$ cat src/rtl/imm_ext_stage_pkg.sv
// Shared definitions for the immediate extraction/extension stage:
// format codes, skid-buffer state encoding and the held-entry record.
package imm_ext_stage_pkg;

    localparam logic [2:0] FMT_I = 3'd0;
    localparam logic [2:0] FMT_S = 3'd1;
    localparam logic [2:0] FMT_B = 3'd2;
    localparam logic [2:0] FMT_U = 3'd3;
    localparam logic [2:0] FMT_J = 3'd4;

    typedef enum logic [1:0] {
        ST_EMPTY = 2'd0,
        ST_ONE   = 2'd1,
        ST_TWO   = 2'd2
    } state_t;

    // Entries are sized for the widest configuration; each instance uses the low bits.
    localparam int IMM_W_MAX = 64;
    localparam int TAG_W_MAX = 16;

    typedef struct packed {
        logic [IMM_W_MAX-1:0] imm;
        logic [TAG_W_MAX-1:0] tag;
        logic                 err;
    } entry_t;

    function automatic logic fmt_legal(input logic [2:0] fmt);
        return (fmt <= FMT_J);
    endfunction

endpackage

$ cat src/rtl/imm_ext_stage_if.sv
// Upstream/downstream valid-ready bundle of the immediate stage.
// master = the side that drives in_* and out_ready, slave = the stage itself.
interface imm_ext_stage_if #(
    parameter int XLEN  = 32,
    parameter int TAG_W = 5
);
    logic             in_valid;
    logic             in_ready;
    logic [31:0]      in_inst;
    logic [2:0]       in_fmt;
    logic             in_zext;
    logic [TAG_W-1:0] in_tag;

    logic             out_valid;
    logic             out_ready;
    logic [XLEN-1:0]  out_imm;
    logic [TAG_W-1:0] out_tag;
    logic             out_err;

    modport master (
        output in_valid, in_inst, in_fmt, in_zext, in_tag, out_ready,
        input  in_ready, out_valid, out_imm, out_tag, out_err
    );

    modport slave (
        input  in_valid, in_inst, in_fmt, in_zext, in_tag, out_ready,
        output in_ready, out_valid, out_imm, out_tag, out_err
    );

endinterface

$ cat src/rtl/imm_ext_stage_field_ext.sv
// Combinational RISC-V immediate field extraction with sign or zero fill to XLEN.
// Illegal format codes yield a zero immediate and raise o_err.
module imm_field_ext
    import imm_ext_stage_pkg::*;
#(
    parameter int XLEN = 32
) (
    input  logic [31:0]     i_inst,
    input  logic [2:0]      i_fmt,
    input  logic            i_zext,
    output logic [XLEN-1:0] o_imm,
    output logic            o_err
);

    generate
        if (XLEN != 32 && XLEN != 64) begin : g_bad_xlen
            $error("imm_field_ext: XLEN must be 32 or 64");
        end
    endgenerate

    localparam logic [XLEN-1:0] ONES = '1;

    logic [XLEN-1:0] w_field;
    logic [XLEN-1:0] w_fill_mask;
    logic            w_fill_bit;
    logic            w_unused_opcode;

    // Every format keeps its most significant field bit in inst[31].
    assign w_fill_bit      = i_inst[31] & ~i_zext;
    assign w_unused_opcode = ^i_inst[6:0];

    always_comb begin
        w_field     = '0;
        w_fill_mask = '0;
        case (i_fmt)
            FMT_I: begin
                w_field     = XLEN'(i_inst[31:20]);
                w_fill_mask = ONES << 12;
            end
            FMT_S: begin
                w_field     = XLEN'({i_inst[31:25], i_inst[11:7]});
                w_fill_mask = ONES << 12;
            end
            FMT_B: begin
                w_field     = XLEN'({i_inst[31], i_inst[7], i_inst[30:25],
                                     i_inst[11:8], 1'b0});
                w_fill_mask = ONES << 13;
            end
            FMT_U: begin
                w_field     = XLEN'({i_inst[31:12], 12'b0});
                w_fill_mask = ONES << 32;
            end
            FMT_J: begin
                w_field     = XLEN'({i_inst[31], i_inst[19:12], i_inst[20],
                                     i_inst[30:21], 1'b0});
                w_fill_mask = ONES << 21;
            end
            default: begin
                w_field     = '0;
                w_fill_mask = '0;
            end
        endcase
    end

    assign o_imm = w_field | (w_fill_bit ? w_fill_mask : '0);
    assign o_err = ~fmt_legal(i_fmt);

endmodule

$ cat src/rtl/imm_ext_stage.sv
// Registered immediate stage with a 2-entry skid buffer; in_ready and out_*
// come straight from flops so neither handshake side sees a combinational path.
//
//   state    | meaning
//   ---------+-------------------------------------------------------
//   ST_EMPTY | nothing held; out_valid=0, in_ready=1
//   ST_ONE   | main entry presented; in_ready=1
//   ST_TWO   | main presented, skid holds the overflow; in_ready=0
module imm_ext_stage
    import imm_ext_stage_pkg::*;
#(
    parameter int XLEN  = 32,
    parameter int TAG_W = 5
) (
    input  logic          clk,
    input  logic          rst,
    input  logic          flush,
    imm_ext_stage_if.slave bus
);

    generate
        if (XLEN != 32 && XLEN != 64) begin : g_bad_xlen
            $error("imm_ext_stage: XLEN must be 32 or 64");
        end
        if (TAG_W < 1 || TAG_W > TAG_W_MAX) begin : g_bad_tag_w
            $error("imm_ext_stage: TAG_W out of range");
        end
    endgenerate

    state_t          r_state;
    entry_t          r_main;
    entry_t          r_skid;
    logic            r_in_ready;
    logic            r_out_valid;

    entry_t          w_new;
    logic [XLEN-1:0] w_imm;
    logic            w_err;
    logic            w_accept;
    logic            w_xfer;
    logic            w_unused_main;

    imm_field_ext #(
        .XLEN (XLEN)
    ) u_field_ext (
        .i_inst (bus.in_inst),
        .i_fmt  (bus.in_fmt),
        .i_zext (bus.in_zext),
        .o_imm  (w_imm),
        .o_err  (w_err)
    );

    always_comb begin
        w_new     = '0;
        w_new.imm = IMM_W_MAX'(w_imm);
        w_new.tag = TAG_W_MAX'(bus.in_tag);
        w_new.err = w_err;
    end

    assign w_accept = bus.in_valid & r_in_ready;
    assign w_xfer   = r_out_valid & bus.out_ready;

    // in_ready/out_valid are updated alongside r_state so they always reflect the next state.
    always_ff @(posedge clk or posedge rst) begin
        if (rst) begin
            r_state     <= ST_EMPTY;
            r_main      <= '0;
            r_skid      <= '0;
            r_in_ready  <= 1'b1;
            r_out_valid <= 1'b0;
        end else if (flush) begin
            r_state     <= ST_EMPTY;
            r_in_ready  <= 1'b1;
            r_out_valid <= 1'b0;
        end else begin
            case (r_state)
                ST_EMPTY: begin
                    if (w_accept) begin
                        r_main      <= w_new;
                        r_state     <= ST_ONE;
                        r_out_valid <= 1'b1;
                        r_in_ready  <= 1'b1;
                    end
                end
                ST_ONE: begin
                    if (w_accept && !w_xfer) begin
                        r_skid      <= w_new;
                        r_state     <= ST_TWO;
                        r_in_ready  <= 1'b0;
                    end else if (w_accept && w_xfer) begin
                        r_main      <= w_new;
                    end else if (w_xfer) begin
                        r_state     <= ST_EMPTY;
                        r_out_valid <= 1'b0;
                        r_in_ready  <= 1'b1;
                    end
                end
                ST_TWO: begin
                    if (w_xfer) begin
                        r_main      <= r_skid;
                        r_state     <= ST_ONE;
                        r_in_ready  <= 1'b1;
                    end
                end
                default: begin
                    r_state     <= ST_EMPTY;
                    r_in_ready  <= 1'b1;
                    r_out_valid <= 1'b0;
                end
            endcase
        end
    end

    // Upper entry bits beyond XLEN/TAG_W are carried but never presented.
    assign w_unused_main = ^{r_main.imm, r_main.tag};

    assign bus.in_ready  = r_in_ready;
    assign bus.out_valid = r_out_valid;
    assign bus.out_imm   = r_main.imm[XLEN-1:0];
    assign bus.out_tag   = r_main.tag[TAG_W-1:0];
    assign bus.out_err   = r_main.err;

endmodule

$ cat src/flat_wrapper.sv
// flat-port wrapper written by rule: the top's interface ports become plain ports
module imm_ext_stage_flat import imm_ext_stage_pkg::*;
#(
    parameter int XLEN  = 32,
    parameter int TAG_W = 5
)
  (clk, rst, flush, bus_in_valid, bus_in_inst, bus_in_fmt, bus_in_zext, bus_in_tag, bus_out_ready, bus_in_ready, bus_out_valid, bus_out_imm, bus_out_tag, bus_out_err);
  imm_ext_stage_if #(.XLEN(XLEN), .TAG_W(TAG_W)) bus_i ();
  input  logic clk;
  input  logic rst;
  input  logic flush;
  input wire logic [$bits(bus_i.in_valid)-1:0] bus_in_valid;
  input wire logic [$bits(bus_i.in_inst)-1:0] bus_in_inst;
  input wire logic [$bits(bus_i.in_fmt)-1:0] bus_in_fmt;
  input wire logic [$bits(bus_i.in_zext)-1:0] bus_in_zext;
  input wire logic [$bits(bus_i.in_tag)-1:0] bus_in_tag;
  input wire logic [$bits(bus_i.out_ready)-1:0] bus_out_ready;
  output wire logic [$bits(bus_i.in_ready)-1:0] bus_in_ready;
  output wire logic [$bits(bus_i.out_valid)-1:0] bus_out_valid;
  output wire logic [$bits(bus_i.out_imm)-1:0] bus_out_imm;
  output wire logic [$bits(bus_i.out_tag)-1:0] bus_out_tag;
  output wire logic [$bits(bus_i.out_err)-1:0] bus_out_err;
  assign bus_i.in_valid = bus_in_valid;
  assign bus_i.in_inst = bus_in_inst;
  assign bus_i.in_fmt = bus_in_fmt;
  assign bus_i.in_zext = bus_in_zext;
  assign bus_i.in_tag = bus_in_tag;
  assign bus_i.out_ready = bus_out_ready;
  assign bus_in_ready = bus_i.in_ready;
  assign bus_out_valid = bus_i.out_valid;
  assign bus_out_imm = bus_i.out_imm;
  assign bus_out_tag = bus_i.out_tag;
  assign bus_out_err = bus_i.out_err;
  imm_ext_stage #(.XLEN(XLEN), .TAG_W(TAG_W)) u_core (.clk(clk), .rst(rst), .flush(flush), .bus(bus_i));
endmodule
$ cat config.mk
export PLATFORM = sky130hd
export DESIGN_NAME = imm_ext_stage_flat
export DESIGN_NICKNAME = d
export VERILOG_FILES = /design/src/rtl/imm_ext_stage_pkg.sv /design/src/rtl/imm_ext_stage_if.sv /design/src/rtl/imm_ext_stage_field_ext.sv /design/src/rtl/imm_ext_stage.sv /design/src/flat_wrapper.sv
export SDC_FILE = /design/constraint.sdc
export NUM_CORES = 1
export LEC_CHECK = 0
export ABC_AREA = 1
export CORE_MARGIN = 1.5
export CORE_UTILIZATION = 55
export DETAILED_ROUTE_END_ITERATION = 16
export PLACE_DENSITY = 0.83
export SYNTH_ARGS = -nofsm -noshare
export SYNTH_HDL_FRONTEND = slang
export SYNTH_SLANG_ARGS = --single-unit
$ cat constraint.sdc
create_clock -name clk -period 6 [get_ports clk]
set_clock_uncertainty 0.15 [all_clocks]
set_input_delay 1.2 -clock clk [delete_from_list [all_inputs] [get_ports clk]]
set_output_delay 1.2 -clock clk [all_outputs]
set_load 0.05 [all_outputs]
==> results of run 1 <==
synth_stat cells:
cell type	n	area share
nand2_1	217	0.20
dfrtp_1	79	0.48
nand3_1	57	0.070
inv_1	37	0.034
o21ai_0	27	0.033
nor2_1	25	0.023
o211ai_1	12	0.022
o21ai_1	12	0.015
buf_2	10	0.012
nand4_1	9	0.014
nand2_2	8	0.012
buf_6	6	0.016
clkbuf_1	6	0.0055
o21a_1	6	0.011
buf_4	4	0.0073
ha_1	4	0.012
inv_2	3	0.0027
buf_1	2	0.0018
nand2_4	2	0.0055
nor2_2	2	0.0030
nor2_4	2	0.0055
or2_2	2	0.0030
a21oi_1	1	0.0012
and2_1	1	0.0015
dfstp_2	1	0.0064
nand3_2	1	0.0024
power breakdown:
| part | total (mW) | switching, mW | internal, mW |
|---|---|---|---|
| sequential | 0.888 | 0.117 | 0.771 |
| combinational | 1.20 | 0.808 | 0.389 |
| clock | 0.424 | 0.214 | 0.210 |
tightest hold or removal path, cell delays in order (launching register included):
cell and delay [ns]:
dfrtp_1 0.35, nand2_1 0.05, nand2_1 0.05
through the flow:
| step | power (mW) | std cells |
|---|---|---|
| final | 2.51 | 703 |
| after global routing | 2.67 | 703 |
| after CTS | 2.52 | 703 |
| after detailed placement | 2.09 | 687 |
| after global placement | 2.06 | 687 |
| after floorplan | 1.73 | 536 |
registers in the layout (all words and copies together) (netlist names):
name,cells
u_core.bus.out_tag,5
u_core.r_state,2
u_core.bus.in_ready,1
u_core.bus.out_valid,1
u_core.bus.out_imm,32
u_core.r_skid,38
u_core.bus.out_err,1
per-layer routing:
metal | vias to the layer above | share of wire
li1 | 1831 | -
met1 | 1769 | 0.45
met2 | 145 | 0.47
met3 | 12 | 0.065
met4 | 0 | 0.014
met5 | - | 0
worst max path at each step:
stage                         from                 end
2_1_floorplan                  rst  u_core.bus.out_err
4_1_cts        u_core.bus.in_ready        bus_in_ready
3_3_place_gp                 flush   u_core.r_state[1]
5_1_grt                      flush   u_core.r_state[1]
3_5_place_dp                 flush   u_core.r_state[1]
6_report                     flush   u_core.r_state[1]
layout make-up:
| class | instances | area (µm²) | share of cell area |
|---|---|---|---|
| sequential | 80 | 2000 | 0.396 |
| multi-input combinational | 388 | 1770 | 0.350 |
| timing repair buffer | 80 | 796 | 0.157 |
| inverter | 40 | 151 | 0.0299 |
| clock buffer | 10 | 138 | 0.0272 |
| tap | 99 | 124 | 0.0245 |
| clock inverter | 6 | 72.6 | 0.0144 |
cells by family after synthesis:
group | after synthesis | share of synthesized area
compound gates | 58 | 0.0817
fa+ha+maj | 4 | 0.0122
buf+inv | 68 | 0.0799
flops | 80 | 0.488
simple gates | 326 | 0.338
placed cells by master, fill, tap and decap left out, types with 3 or more instances in the layout:
cell,Yosys,final
clkdlybuf4s50_1,0,78
nand3_1,57,57
nand4_1,9,9
o21ai_0,27,27
o21a_1,6,6
inv_1,37,36
inv_2,3,3
nand2_2,8,8
o21ai_1,12,12
ha_1,4,4
nor2_1,25,25
dfrtp_1,79,79
nand2_1,217,217
clkbuf_8,0,10
o211ai_1,12,12
==> flow_summary.json, run 1 <==
{
  "run_status": "completed",
  "cp-end-kind": "flop",
  "detail-route-antenna-nets": 0,
  "worstHoldEndpoint": "u_core.bus.out_imm[11]",
  "relSlewSlack": 0.300,
  "cts_tree": "done",
  "cp.arrival_ns": 3.27,
  "power.leakage_nw": 2.62,
  "grt_util_all_layers": 0.263,
  "holdPathStages": 2,
  "r2r_setup_slack_ns": 3.26,
  "finalMaxSlewViolations": 0,
  "cts.path.max_buffers": 2,
  "n_antenna_cell": 0,
  "crit_slowest_cell": "nand3_1",
  "synth-seq-area-share": 0.488,
  "placed_area_um2": 4850,
  "synthDistinctLibCells": 26,
  "synth_fp_nets": 586,
  "fin_crit_sh": 0.519,
  "syn-cell-area_um2": 4100,
  "tightest_slew_ns": 1.05,
  "gr-usage-met3": 0.0277,
  "grt_pass1_wl_um": 16300,
  "ios": 86,
  "cp.depth": 8,
  "timing.fmax_mhz": 321,
  "ir_worst_vdd_v": 0.000308,
  "fin_nets": 649,
  "rsz0062_at_grt": "no",
  "die-area_um2": 7990,
  "post_cts_buffers": 0,
  "antenna_found_initial": 0,
  "drc": 0,
  "grt_pass1_vias": 3501,
  "clk_pin_slew_worst_paths_ns": 0.09,
  "grt_use_met2": 0.422,
  "port_buffers": 78,
  "die_w_um": 89.4,
  "worstSetupPathType": "in2reg",
  "place_congestion": 0.847,
  "worstSetupStartpointType": "input pin",
  "cts_buffers": 9,
  "period_needed_ns": 3.12,
  "synth_warnings": 0,
  "holdWs_ns": 0.332,
  "htree_num_levels": 3,
  "syn_avg_cell_area_um2": 7.65,
  "num_vias": 3757,
  "final_area_um2": 5060,
  "dp_slack_ns": 2.60,
  "wl_per_cell_um": 13.9,
  "cp_cell_sequence": "clkdlybuf4s50_1, inv_2, nand2_1, inv_1, nand3_1, nor2_1, nand3_1, nand2_1",
  "worst_skew_pair.late_latency_ns": 0.36,
  "met1_usage": 0.378,
  "rr_endpoint": "u_core.bus.out_imm[15]",
  "crit_fanout": 29,
  "hp-start": "u_core.bus.out_imm[11]",
  "critPathMaxStageDelay_ns": 0.73,
  "netlist_instances": 536,
  "clock-sinks": 80,
  "critical_path.top_delay_family": "simple AND/OR/NAND/NOR gates",
  "grt.overflow.total": 0,
  "area_growth_pct": 23.2,
  "setup_slack_ns": 2.88,
  "fillers": 611,
  "critPathBufInv": 3,
  "dr.pass1.iters": 6,
  "yosys_register_bits": 80,
  "fp.dieH_um": 89.4,
  "grt_max_degree": 60,
  "hold_viol": 0,
  "num_rows": 31,
  "setup_viol": 0,
  "fin_tns_setup_ns": 0,
  "hold_buffers": 0,
  "fin_util": 0.697,
  "vias_per_cell": 5.34,
  "cts_root_buffer": "clkbuf_8",
  "drive_gt1_frac": 0.0662,
  "cts_resized": 0,
  "drt_wl_total_um": 9800,
  "required_ns": 6.15,
  "gr-max-usage-layer": "met2",
  "dp_hpwl_um": 6440,
  "power-per-cell-area_nw_per_um2": 496,
  "cap_violations": 0,
  "r2r_start": "u_core.r_state[0]",
  "drt_iter0_drc": 235,
  "r2r_cells": 6,
  "hold_path_class": "reg2reg",
  "core_um2": 7250,
  "initial_core_util": 0.566
}
No activity file was read; power rests on OpenSTA's default activity.
==> run 2: changes to the inputs <==
Settings changed: CORE_UTILIZATION 55 to 46, PLACE_DENSITY 0.83 to 0.74.
Clock period 6 ns to 2.7 ns, I/O delays scaled along.
==> run 2 against run 1 <==
Combinational power is 130% higher. Power increased by 120%. Critical path type is now reg2out. Routed wire length up 1.8%. Non-clock buffer count grew 10. Register-to-register slack worse by 2.5 ns. Clock power grew 120%. Via count down 0.96%. Sequential power is 120% higher. Worst setup slack worse by 2.6 ns. Largest power group unchanged. Global-route usage shrank 5.0 points. Die area grew 19%.
==> flow_summary.json, run 2 (synthesis gave the netlist of run 1 again) <==
{
  "core_um2": 8680,
  "cap_violations": 0,
  "dr.pass1.iters": 7,
  "layout_common_cells": "nand2_1, dfrtp_1, clkdlybuf4s50_1, nand3_1, inv_1",
  "cts_root_buffer": "clkbuf_8",
  "holdWs_ns": 0.333,
  "run_status": "completed",
  "fin_util": 0.596,
  "worstSetupStartpointType": "flop",
  "clkPwrFrac": 0.163,
  "htree_num_levels": 3,
  "n_antenna_cell": 0,
  "pwr-share-comb": 0.485,
  "largest_register_ffs": 38,
  "fin_tns_setup_ns": 0,
  "crit_slowest_cell": "clkdlybuf4s50_1",
  "layout_commonest_cell": "nand2_1",
  "post_cts_buffers": 0,
  "place_congestion": 0.824,
  "ir_worst_vdd_v": 0.000514,
  "detail-route-antenna-nets": 0,
  "rsz0062_at_grt": "no",
  "cp.arrival_ns": 1.74,
  "grt_max_degree": 81,
  "wl_per_cell_um": 13.8,
  "period_needed_ns": 2.43,
  "grt_util_all_layers": 0.213,
  "fin_crit_sh": 0.899,
  "clock-sinks": 80,
  "timing.fmax_mhz": 412,
  "critPathMaxStageDelay_ns": 0.81,
  "vias_per_cell": 5.15,
  "switchingPower_mw": 2.55,
  "area_growth_pct": 26.1,
  "cp-end-kind": "output pin",
  "critPathBufInv": 1,
  "initial_core_util": 0.473,
  "place_inst": 706,
  "drt_iter0_drc": 150,
  "die-area_um2": 9490,
  "p_sw_frac": 0.454,
  "cts.path.max_buffers": 2,
  "grt.overflow.total": 0,
  "hold_path_class": "reg2reg",
  "regMostFlops": "u_core.r_skid",
  "finalMaxSlewViolations": 0,
  "crit_fanout": 5,
  "dp_hpwl_um": 6690,
  "grt_pass1_vias": 3439,
  "cts_buffers": 9,
  "cp_cell_sequence": "clkdlybuf4s50_1",
  "drt_wl_total_um": 9970,
  "drc": 0,
  "setup_viol": 0,
  "seq_power_share": 0.352,
  "ios": 86,
  "worstSetupPathType": "reg2out",
  "internal-power_mw": 3.07,
  "required_ns": 2.01,
  "fin_nets": 659,
  "power.leakage_nw": 2.67,
  "grt_pass1_wl_um": 16300,
  "die_w_um": 97.4,
  "cts_tree": "done",
  "clk_pin_slew_worst_paths_ns": 0.08,
  "tightest_slew_ns": 0.579,
  "critical_path.top_delay_family": "buffers and inverters",
  "num_vias": 3721,
  "hold_buffers": 0,
  "instances_no_fill": 722,
  "power-per-cell-area_nw_per_um2": 1090,
  "antenna_found_initial": 0,
  "hold_viol": 0,
  "cts_resized": 0,
  "num_rows": 34,
  "drive_gt1_frac": 0.0814,
  "fp.dieH_um": 97.4,
  "worst_skew_pair.late_latency_ns": 0.36,
  "relSlewSlack": 0.613,
  "port_buffers": 78
}
## run 2: cell types whose count changed in the layout (fill, tap and decap cells not counted), sizes merged
| cell | delta |
|---|---|
| clkbuf | -1 |
| buf | +10 |
| clkinvlp | +2 |
| clkinv | -1 |
## run 2: power by group through the flow
stage / Sequential (mW) / Combinational, mW / Clock (mW)
floorplan: 2.84 / 1.01 / 0
global placement: 1.98 / 2.68 / 0
CTS: 1.98 / 2.74 / 0.933
finish: 1.97 / 2.72 / 0.917
global route: 2.03 / 2.94 / 0.981
detailed placement: 2.00 / 2.72 / 0
## run 2: routing by layer
metal / vias to the layer above / global-route usage / share of wire
met5: - / 0 / 0
met4: 0 / 0.0813 / 0.016
met3: 11 / 0.0353 / 0.055
met2: 119 / 0.325 / 0.46
met1: 1741 / 0.304 / 0.47
li1: 1850 / - / -
## run 2: tightest hold or removal path, delay by kind of cell (launching register included)
kind / cells / cell delay (ns)
DFF: 1 / 0.35
and+or+nand+nor: 2 / 0.10
## run 2: cell type report
class / count / area, µm²
Sequential cell: 80 / 2000
Timing Repair Buffer: 90 / 908
Fill cell: 799 / 3510
Clock buffer: 9 / 124
Clock inverter: 7 / 76.3
Multi-Input combinational cell: 388 / 1770
Inverter: 40 / 154
Tap cell: 108 / 135
## run 2: final timing paths
check / start / end / slack, ns / cells after the start
max: u_core.bus.in_ready / bus_in_ready / 0.27 / 1
min: u_core.bus.out_imm[12] / u_core.bus.out_imm[12] / 0.33 / 2
max reg2reg: u_core.r_state[0] / u_core.bus.out_imm[0] / 0.74 / 7
min reg2reg: u_core.bus.out_imm[12] / u_core.bus.out_imm[12] / 0.33 / 2
max in group asynchronous: rst / u_core.bus.in_ready / 1.53 / 3
min in group asynchronous: rst / u_core.bus.out_imm[17] / 0.47 / 3
## run 2: metrics by stage
stage / power [mW] / worst slack (ns) / area (µm²)
after global placement: 4.66 / 0.446 / 4970
after global routing: 5.95 / 0.249 / 5170
after floorplan: 3.85 / 0.968 / 4110
after CTS: 5.65 / 0.261 / 5170
final: 5.62 / 0.272 / 5170
after detailed placement: 4.72 / 0.418 / 4970
==> run 3: changes to the inputs <==
Settings changed: CORE_ASPECT_RATIO set to 1.75.
==> run 3 against run 2 <==
Critical endpoint unchanged. Largest cell class unchanged. Worst hold slack worse by 0.0094 ns. Cell area grew 2.2%. Register-to-register slack worse by 0.04 ns. Count of clock-buffer cells in the layout unchanged. Die area is 0.23% higher. Clock power grew 43%. Global-route usage grew 1.8 points.
==> flow_summary.json, run 3 (synthesis gave the netlist of run 1 again) <==
{
  "num_vias": 3802,
  "finalMaxSlewViolations": 0,
  "initial_core_util": 0.473,
  "fp.dieH_um": 128,
  "power.total_mw": 6.03,
  "cts_root_buffer": "clkbuf_16",
  "core_um2": 8670,
  "power-per-cell-area_nw_per_um2": 1140,
  "register_area_um2": 2000,
  "clk_pin_slew_worst_paths_ns": 0.06,
  "place_congestion": 0.795,
  "grt_pass1_wl_um": 16900,
  "grt_max_degree": 81,
  "critPathMaxStageDelay_ns": 0.81,
  "largest_register_ffs": 38,
  "clock-sinks": 80,
  "worst_skew_pair.late_latency_ns": 0.34,
  "holdPathStages": 2,
  "fin_util": 0.610,
  "layout_commonest_cell": "nand2_1",
  "fin_nets": 655,
  "period_needed_ns": 2.40,
  "cp-end-kind": "output pin",
  "hp-start": "u_core.bus.out_imm[27]",
  "grt_pass1_vias": 3737,
  "critPathBufInv": 1,
  "num_rows": 45,
  "regMostFlops": "u_core.r_skid",
  "grt.overflow.total": 0,
  "die-area_um2": 9520,
  "hold_path_class": "reg2reg",
  "placed_area_um2": 4970,
  "tightest_slew_ns": 0.615,
  "relSlewSlack": 0.589,
  "vias_per_cell": 5.23,
  "ir_worst_vdd_v": 0.000692,
  "drt_iter0_drc": 328,
  "final_area_um2": 5290,
  "r2r_setup_slack_ns": 0.70,
  "run_status": "completed",
  "port_buffers": 78,
  "drc": 0,
  "wl_per_cell_um": 14.1,
  "timing.fmax_mhz": 416,
  "antenna_found_initial": 0,
  "worstSetupStartpointType": "flop",
  "power.leakage_nw": 2.70,
  "fin_tns_setup_ns": 0,
  "grt_util_all_layers": 0.231,
  "drt_wl_total_um": 10300,
  "worstHoldEndpoint": "u_core.bus.out_imm[27]",
  "die_w_um": 74.4,
  "cp_cell_sequence": "clkdlybuf4s50_1",
  "cts_tree": "done",
  "hold_buffers": 0,
  "crit_slowest_cell": "clkdlybuf4s50_1",
  "crit_fanout": 5,
  "multi_input_area_um2": 1770,
  "worstSetupPathType": "reg2out",
  "htree_num_levels": 3,
  "rsz0062_at_grt": "no",
  "required_ns": 2.01,
  "cap_violations": 0,
  "fillers": 789,
  "cp.arrival_ns": 1.71,
  "area_growth_pct": 28.9,
  "r2r_cells": 7,
  "setup_viol": 0,
  "r2r_start": "u_core.r_state[0]",
  "ios": 86,
  "layout_common_cells": "nand2_1, dfrtp_1, clkdlybuf4s50_1, nand3_1, inv_1",
  "startpoint": "u_core.bus.in_ready",
  "n_antenna_cell": 0,
  "hold_viol": 0,
  "detail-route-antenna-nets": 0,
  "dr.pass1.iters": 5,
  "fin_crit_sh": 0.890,
  "dp_hpwl_um": 6860,
  "post_cts_buffers": 0,
  "cts_buffers": 9,
  "cts.path.max_buffers": 2,
  "drive_gt1_frac": 0.0754,
  "rr_endpoint": "u_core.bus.out_tag[4]",
  "critical_path.top_delay_family": "buffers and inverters",
  "cts_resized": 0
}
==> run 3: cell types whose count changed in the layout (fill, tap and decap cells not counted), sizes merged <==
cell and delta:
inv -3, bufinv +1, buf -4, clkinvlp +2
==> run 3: worst max-delay path by stage <==
stage / cells past startpoint / slack (ns) / to
after floorplan: 8 / 0.97 / u_core.bus.out_imm[10]
after global placement: 7 / 0.33 / u_core.bus.out_imm[21]
after detailed placement: 7 / 0.28 / u_core.bus.out_imm[21]
after CTS: 1 / 0.29 / bus_in_ready
after global routing: 1 / 0.28 / bus_in_ready
final: 1 / 0.30 / bus_in_ready
==> run 3: final cells by class <==
type                            instances  area share
Sequential cell                        80       0.379
Multi-Input combinational cell        388       0.335
Timing Repair Buffer                   86       0.168
Clock buffer                            9      0.0426
Inverter                               40      0.0291
Tap cell                              117      0.0277
Clock inverter                          7      0.0182
==> run 3: layer usage <==
layer  track usage  up-vias  wire, µm
met5             0        -         0
met4         0.110        0       320
met3        0.0527       25       555
met2         0.376      121      5160
met1         0.283     1812      4220
li1              -     1844         -
==> run 3: where the power goes <==
part | internal, mW | total (mW) | switching (mW)
registers | 1.72 | 1.98 | 0.267
logic | 0.920 | 2.73 | 1.81
clock network | 0.809 | 1.31 | 0.501
==> run 3: metrics by stage <==
stage / setup slack [ns] / std cells / hold WS [ns]
detailed placement: 0.278 / 711 / 0.314
finish: 0.296 / 727 / 0.324
CTS: 0.289 / 727 / 0.332
global placement: 0.328 / 711 / 0.311
floorplan: 0.968 / 536 / 0.304
global route: 0.275 / 727 / 0.357
